--- src/rtl/lin_interp4.sv ---
// Linear interpolator for a 1-in-4 zero-stuffed sample stream.
// Fills the three stuffed slots between real samples with a floor-rounded ramp.
module lin_interp4 #(
    parameter int DW = 8
) (
    input  logic                 clk,
    input  logic                 reset,
    input  logic signed [DW-1:0] din,
    input  logic                 din_valid,
    output logic signed [DW-1:0] dout,
    output logic                 dout_valid,
    output logic                 underrun,
    output logic                 overrun
);

    localparam logic [2:0] HOLD = 3'd4;

    logic signed [DW-1:0] prev;
    logic signed [DW-1:0] cur;
    logic [2:0]           phase;
    logic [1:0]           primed;

    logic signed [DW+3:0] diff;
    logic signed [DW+3:0] prod;
    logic signed [DW+3:0] step;
    logic signed [DW+3:0] interp;
    logic                 unused_hi;

    // Wide intermediates keep the product exact; the result always lies
    // between prev and cur, so the top bits are never needed.
    always_comb begin
        diff   = {{4{cur[DW-1]}}, cur} - {{4{prev[DW-1]}}, prev};
        prod   = diff * $signed({{(DW+1){1'b0}}, phase});
        step   = prod >>> 2;
        interp = {{4{prev[DW-1]}}, prev} + step;
    end

    assign unused_hi = ^interp[DW+3:DW];

    always_ff @(posedge clk) begin
        if (reset) begin
            prev       <= '0;
            cur        <= '0;
            phase      <= HOLD;
            primed     <= 2'd0;
            dout       <= '0;
            dout_valid <= 1'b0;
            underrun   <= 1'b0;
            overrun    <= 1'b0;
        end else begin
            underrun <= !din_valid && (phase == 3'd3);
            overrun  <= din_valid && (phase < 3'd3) && (primed != 2'd0);

            if (din_valid) begin
                prev  <= cur;
                cur   <= din;
                phase <= 3'd0;
                if (primed != 2'd2) begin
                    primed <= primed + 2'd1;
                end
            end else if (phase < HOLD) begin
                phase <= phase + 3'd1;
            end

            // Output stays zero until two real samples define a ramp.
            dout_valid <= (primed == 2'd2);
            dout       <= (primed == 2'd2) ? interp[DW-1:0] : '0;
        end
    end

endmodule

--- config.mk ---
export PLATFORM = sky130hd
export DESIGN_NAME = lin_interp4
export DESIGN_NICKNAME = d
export VERILOG_FILES = /design/src/rtl/lin_interp4.sv
export SDC_FILE = /design/constraint.sdc
export NUM_CORES = 1
export LEC_CHECK = 0
export ABC_AREA = 1
export CAP_MARGIN = 10
export CORE_UTILIZATION = 35
export DETAILED_ROUTE_END_ITERATION = 10
export PLACE_DENSITY = 0.57
export SETUP_SLACK_MARGIN = 0.1
export SLEW_MARGIN = 15
export SYNTH_ARGS = -nofsm -noshare
export SYNTH_HDL_FRONTEND = slang
export SYNTH_SLANG_ARGS = --single-unit
--- constraint.sdc ---
create_clock -name clk -period 7.7 [get_ports clk]
set_input_delay 1.54 -clock clk [delete_from_list [all_inputs] [get_ports clk]]
set_output_delay 1.54 -clock clk [all_outputs]
set_load 0.02 [all_outputs]
; ---- Word-level counts from Yosys, hierarchy flattened
; Index checks and enable logic that the tools add are counted.
[op_classes]
bitwise = 1
mux = 2
order_cmp = 2
mul = 1
n_eq_ne = 3
addsub = 4
n_reduce_logical = 9
[ops]
columns = operator, count
row1 = $mul 9x4->10, 1
row2 = $sub 8x8->9, 1
row3 = $add 8x8->8, 1
row4 = $mux 3, 2
row5 = $reduce_bool 2->1, 2
row6 = $reduce_or 2->1, 2
row7 = $add 3x1->3 const B, 1
row8 = $eq 3x2->1 const B, 1
row9 = $logic_and 1x1->1, 3
row10 = $lt 3x2->1 const B, 1
row11 = $lt 3x3->1 const B, 1
row12 = $add 2x1->2 const B, 1
row13 = $eq 2x2->1 const B, 1
row14 = $ne 2x2->1 const B, 1
row15 = $reduce_and 2->1, 1
row16 = $logic_not 1->1, 1
row17 = $not 1->1, 1
[word_totals]
ff_bits = 32
elab_cells = 31

; ---- Longest topological paths before layout
[depth]
ltp_word = 3
mapped_depth = 33
mapped_depth_nobuf = 33

; ---- Least setup slack after synthesis
; No wires, ideal clock.
[synth_timing]
kind = register to register
startpoint = register cur[0]
endpoint = register dout[7]
setup_slack_ns = 3.307
required_time_ns = 7.585
n_path_buf = 0
arrival_time_ns = 4.278
path_stages_with_launch = 31
synth_period_minus_slack_ns = 4.393
cell_sequence = dfxtp_1 inv_1 ha_1 fa_1 inv_1 nand2_1 nand2_2 nand2_1 xnor2_1 inv_1 nor2_1 ha_1 inv_1 fa_1 inv_1 ha_1 a21oi_1 nand2_1 nand2_1 nand2_1 a21oi_1 xnor2_1 ha_1 nand2_1 or2_2 nand3_1 inv_1 nand3_2 nand3_1 a21oi_1 nor2_1
[synth_via]
elab_chain_cells = 3
[synth_lines]
columns = element, line_no
row1 = "start, declared", 19  ; logic signed [DW-1:0] cur;
row2 = "start signal, assigned", 56  ; cur <= din;
row3 = $sub 8x8->9, 32  ; diff = {{4{cur[DW-1]}}, cur} - {{4{prev[DW-1]}}, prev};
row4 = $mul 9x4->10, 33  ; prod = diff * $signed({{(DW+1){1'b0}}, phase});
row5 = $add 8x8->8, 35  ; interp = {{4{prev[DW-1]}}, prev} + step;
row6 = "end signal, assigned", 67  ; dout <= (primed == 2'd2) ? interp[DW-1:0] : '0;
row7 = "end, declared", 10  ; output logic signed [DW-1:0] dout,
; No other way between the ends.
; A chain may end at the register's enable or synchronous reset.

; ---- Final worst setup path
; Same ends and word-level chain as after synthesis.

==> flow_summary.json <==
{
  "area_growth_pct": 15.55,
  "number_of_gates_resized_after_cts": 0,
  "grt_start_max_net_pins": 19,
  "area.sequential_um2": 640.6,
  "wl_um": 4707,
  "die_area_mm2": 0.007327,
  "cts_num_sinks": 32,
  "cp_slowest_cell": "sky130_fd_sc_hd__fa_1",
  "core_area_mm2": 0.006756,
  "outcome": "finished clean",
  "drcViolationCount": 0,
  "worst_pin_slew_ns": 0.5861,
  "first_iter_violations": 50,
  "ys_seq_elements": 32,
  "holdBufCountCts": 0,
  "routed-via-count": 2066,
  "hold_path_depth": 2,
  "final.setup.tns_ns": 0,
  "drtAntennaViolNets": 0,
  "filler_cell_count": 675,
  "routedWlPerCell_um": 10.75,
  "vias_in_the_first_global_route": 1961,
  "antenna_found_initial": 0,
  "tritoncts": "done",
  "min_path_type": "flip-flop to flip-flop",
  "reg2reg_to": "dout[7]$_SDFF_PP0_",
  "critical_path_required_ns": 7.88,
  "min_cycle_time_layout_ns": 4.749,
  "worst_skew_ns": 0.006119,
  "dp_cells": 430,
  "top_level_ports": 22,
  "detail_route.vias_per_cell": 4.717,
  "post_synth_instance_area_mm2": 0.002446,
  "synth_cells": 334,
  "cp_data_arrival_time_ns": 4.93,
  "cts_post_setup_buffers_inserted": 0,
  "period_share_pct": 61.67,
  "static-leakage-power_uw": 0.001407,
  "cts_buffers": 5,
  "cell_at_the_root_of_the_clock_tree": "sky130_fd_sc_hd__clkbuf_8",
  "timing.slew.headroom_pct": 60.83,
  "rsz0062_at_grt": "no",
  "count_of_port_buffers_added_during_placement": 21,
  "yosysSeqAreaShare_pct": 26.19,
  "critical_path.max_fanout": 5,
  "clk_pin_slew_ns": 0.07,
  "initial_utilization_pct": 36.20,
  "worst_ir_drop_vdd_mv": 0.1032,
  "hold-worst-slack_ns": 0.4805,
  "power.density_cell_area_mw_per_mm2": 168.3,
  "worstSetupPathType": "flip-flop to flip-flop",
  "die-width_um": 85.60,
  "multi_input_area_mm2": 0.001515,
  "finalHoldViolations": 0,
  "instances_no_fill": 438,
  "maxCapViolations": 0,
  "final-max-slew-violation-count": 0,
  "htreeDepth": 2,
  "chipHeight_um": 85.60,
  "layout.nets": 410,
  "timing.reg2reg.worst_path_depth": 30,
  "synthDistinctLibCells": 29,
  "share_of_final_layout_standard_cells_stronger_than_drive_strength_1_pct": 5.866,
  "timing.fmax_mhz": 210.6,
  "ys.warnings.count": 0,
  "grt.total_usage_pct": 14.61,
  "critPathCaptureType": "flip-flop",
  "min_to": "primed[1]$_SDFFE_PP0P_",
  "syn_area_per_cell_um2": 7.324,
  "worstReg2RegStart": "cur[0]$_SDFFE_PP0P_",
  "floorplan.rows": 30,
  "globalRouteOverflowTotal": 0,
  "slowest_delay_ns": 0.52,
  "detailed_place_hpwl_um": 3821,
  "timing.hold.worst.start": "primed[1]$_SDFFE_PP0P_",
  "antenna_cells_inserted": 0,
  "synth_nets": 387,
  "final_core_util_pct": 41.83,
  "setup_viol": 0,
  "drt_pre_antenna_iters": 4,
  "wire_length_of_the_first_global_routing_pass_um": 8466,
  "clock_path_buffers": 2,
  "r2r_setup_slk_ns": 2.95,
  "worstSkewPairLatency_ns": 0.28,
  "cp-start-kind": "flip-flop",
  "gpl.final_weighted_congestion": 0.8657
}
==> sequential cells by signal, indices dropped and copies added (netlist names) <==
name	count
dout_valid	1
dout	8
primed	2
overrun	1
cur	8
phase	3
underrun	1
prev	8
==> cell usage in the layout (no fill, tap or decap), types with 9 or more instances in the layout <==
cell and count:
sky130_fd_sc_hd__fa_1 9, sky130_fd_sc_hd__clkdlybuf4s50_1 21, sky130_fd_sc_hd__nand3_1 21, sky130_fd_sc_hd__nor2_1 34, sky130_fd_sc_hd__o21ai_0 19, sky130_fd_sc_hd__ha_1 33
sky130_fd_sc_hd__a21oi_1 22, sky130_fd_sc_hd__inv_1 69, sky130_fd_sc_hd__nand2_1 49, sky130_fd_sc_hd__dfxtp_1 32
==> worst max-delay path by stage <==
stage                              start            endpoint
floorplan            cur[0]$_SDFFE_PP0P_  dout[7]$_SDFF_PP0_
detailed placement  prev[0]$_SDFFE_PP0P_  dout[7]$_SDFF_PP0_
finish               cur[0]$_SDFFE_PP0P_  dout[7]$_SDFF_PP0_
CTS                  cur[0]$_SDFFE_PP0P_  dout[7]$_SDFF_PP0_
global route         cur[0]$_SDFFE_PP0P_  dout[7]$_SDFF_PP0_
global placement    prev[0]$_SDFFE_PP0P_  dout[7]$_SDFF_PP0_
==> where the power goes <==
part / total [uW] / internal, uW / switching (uW)
logic: 160 / 63.0 / 96.8
clock network: 137 / 72.6 / 63.9
registers: 179 / 174 / 5.66
total: 476 / 309 / 166
==> critical path, delay by kind of cell, from the launching register on <==
family	cells	cell delay, ns
adders and majority gates	6	2.08
and+or+nand+nor	13	1.15
AOI/OAI and AO/OA	3	0.50
buffers and inverters	6	0.36
DFF	1	0.31
xor gates and xnor gates	2	0.23
==> routing by layer <==
metal  global-route usage (%)  wire [um]  vias up  part of all wire [%]
met5                        0          0        -                     0
met4                    4.091         51        0                   1.1
met3                    3.176        143        6                   3.0
met2                    24.73       2113       30                    45
met1                    18.75       2399      920                    51
li1                         -          -     1110                     -
==> per-stage QoR <==
step / power [uW] / instance area (um^2) / worst slack (ns)
detailed placement: 342.9 / 2733 / 2.975
finish: 475.7 / 2826 / 2.951
floorplan: 308.3 / 2446 / 3.307
global placement: 342.3 / 2733 / 2.996
CTS: 482.0 / 2826 / 2.938
global route: 519.1 / 2826 / 2.561
==> logic make-up (layout without fill, tap and decap cells) <==
logic type	after synthesis	count (layout)	synth area share, %
AO/OA/AOI/OAI	53	53	11.82
flip-flops	32	32	26.19
AND/OR/NAND/NOR	120	120	21.94
adder cells (fa/ha/maj)	42	42	24.25
XOR/XNOR	11	11	3.939
buffers and inverters	76	100	11.87
==> layout make-up <==
cell class                      instances  area share, %
Tap cell                               80          3.541
Inverter                               71          9.429
Clock inverter                          1         0.2656
Clock buffer                            7          3.054
Timing Repair Buffer                   21          7.437
Sequential cell                        32          22.66
Multi-Input combinational cell        226          53.61
==> cells in the mapped netlist <==
master,count,area share [%]
sky130_fd_sc_hd__ha_1,33,17
sky130_fd_sc_hd__nand3_1,21,4.3
sky130_fd_sc_hd__buf_4,1,0.31
sky130_fd_sc_hd__nand3_2,5,2.0
sky130_fd_sc_hd__or2_2,2,0.51
sky130_fd_sc_hd__nand4_1,1,0.26
sky130_fd_sc_hd__nor2_2,1,0.26
sky130_fd_sc_hd__xnor2_1,5,1.8
sky130_fd_sc_hd__o21ai_0,19,3.9
sky130_fd_sc_hd__nand3b_1,1,0.31
sky130_fd_sc_hd__buf_2,1,0.20
sky130_fd_sc_hd__nand2_1,49,7.5
sky130_fd_sc_hd__or2_1,1,0.26
sky130_fd_sc_hd__o22ai_1,7,1.8
sky130_fd_sc_hd__nand2_2,4,1.0
sky130_fd_sc_hd__a31o_2,1,0.36
sky130_fd_sc_hd__a2111oi_0,1,0.36
sky130_fd_sc_hd__nor4_1,1,0.26
sky130_fd_sc_hd__clkbuf_1,3,0.46
sky130_fd_sc_hd__clkinv_1,2,0.31
sky130_fd_sc_hd__fa_1,9,7.4
sky130_fd_sc_hd__nor2_1,34,5.2
sky130_fd_sc_hd__a21oi_1,22,4.5
sky130_fd_sc_hd__a21oi_2,1,0.36
sky130_fd_sc_hd__xor2_1,6,2.1
sky130_fd_sc_hd__a31oi_1,1,0.26
sky130_fd_sc_hd__dfxtp_1,32,26
sky130_fd_sc_hd__inv_1,69,11
sky130_fd_sc_hd__a211oi_1,1,0.31
(Power assumes the default switching activity.)
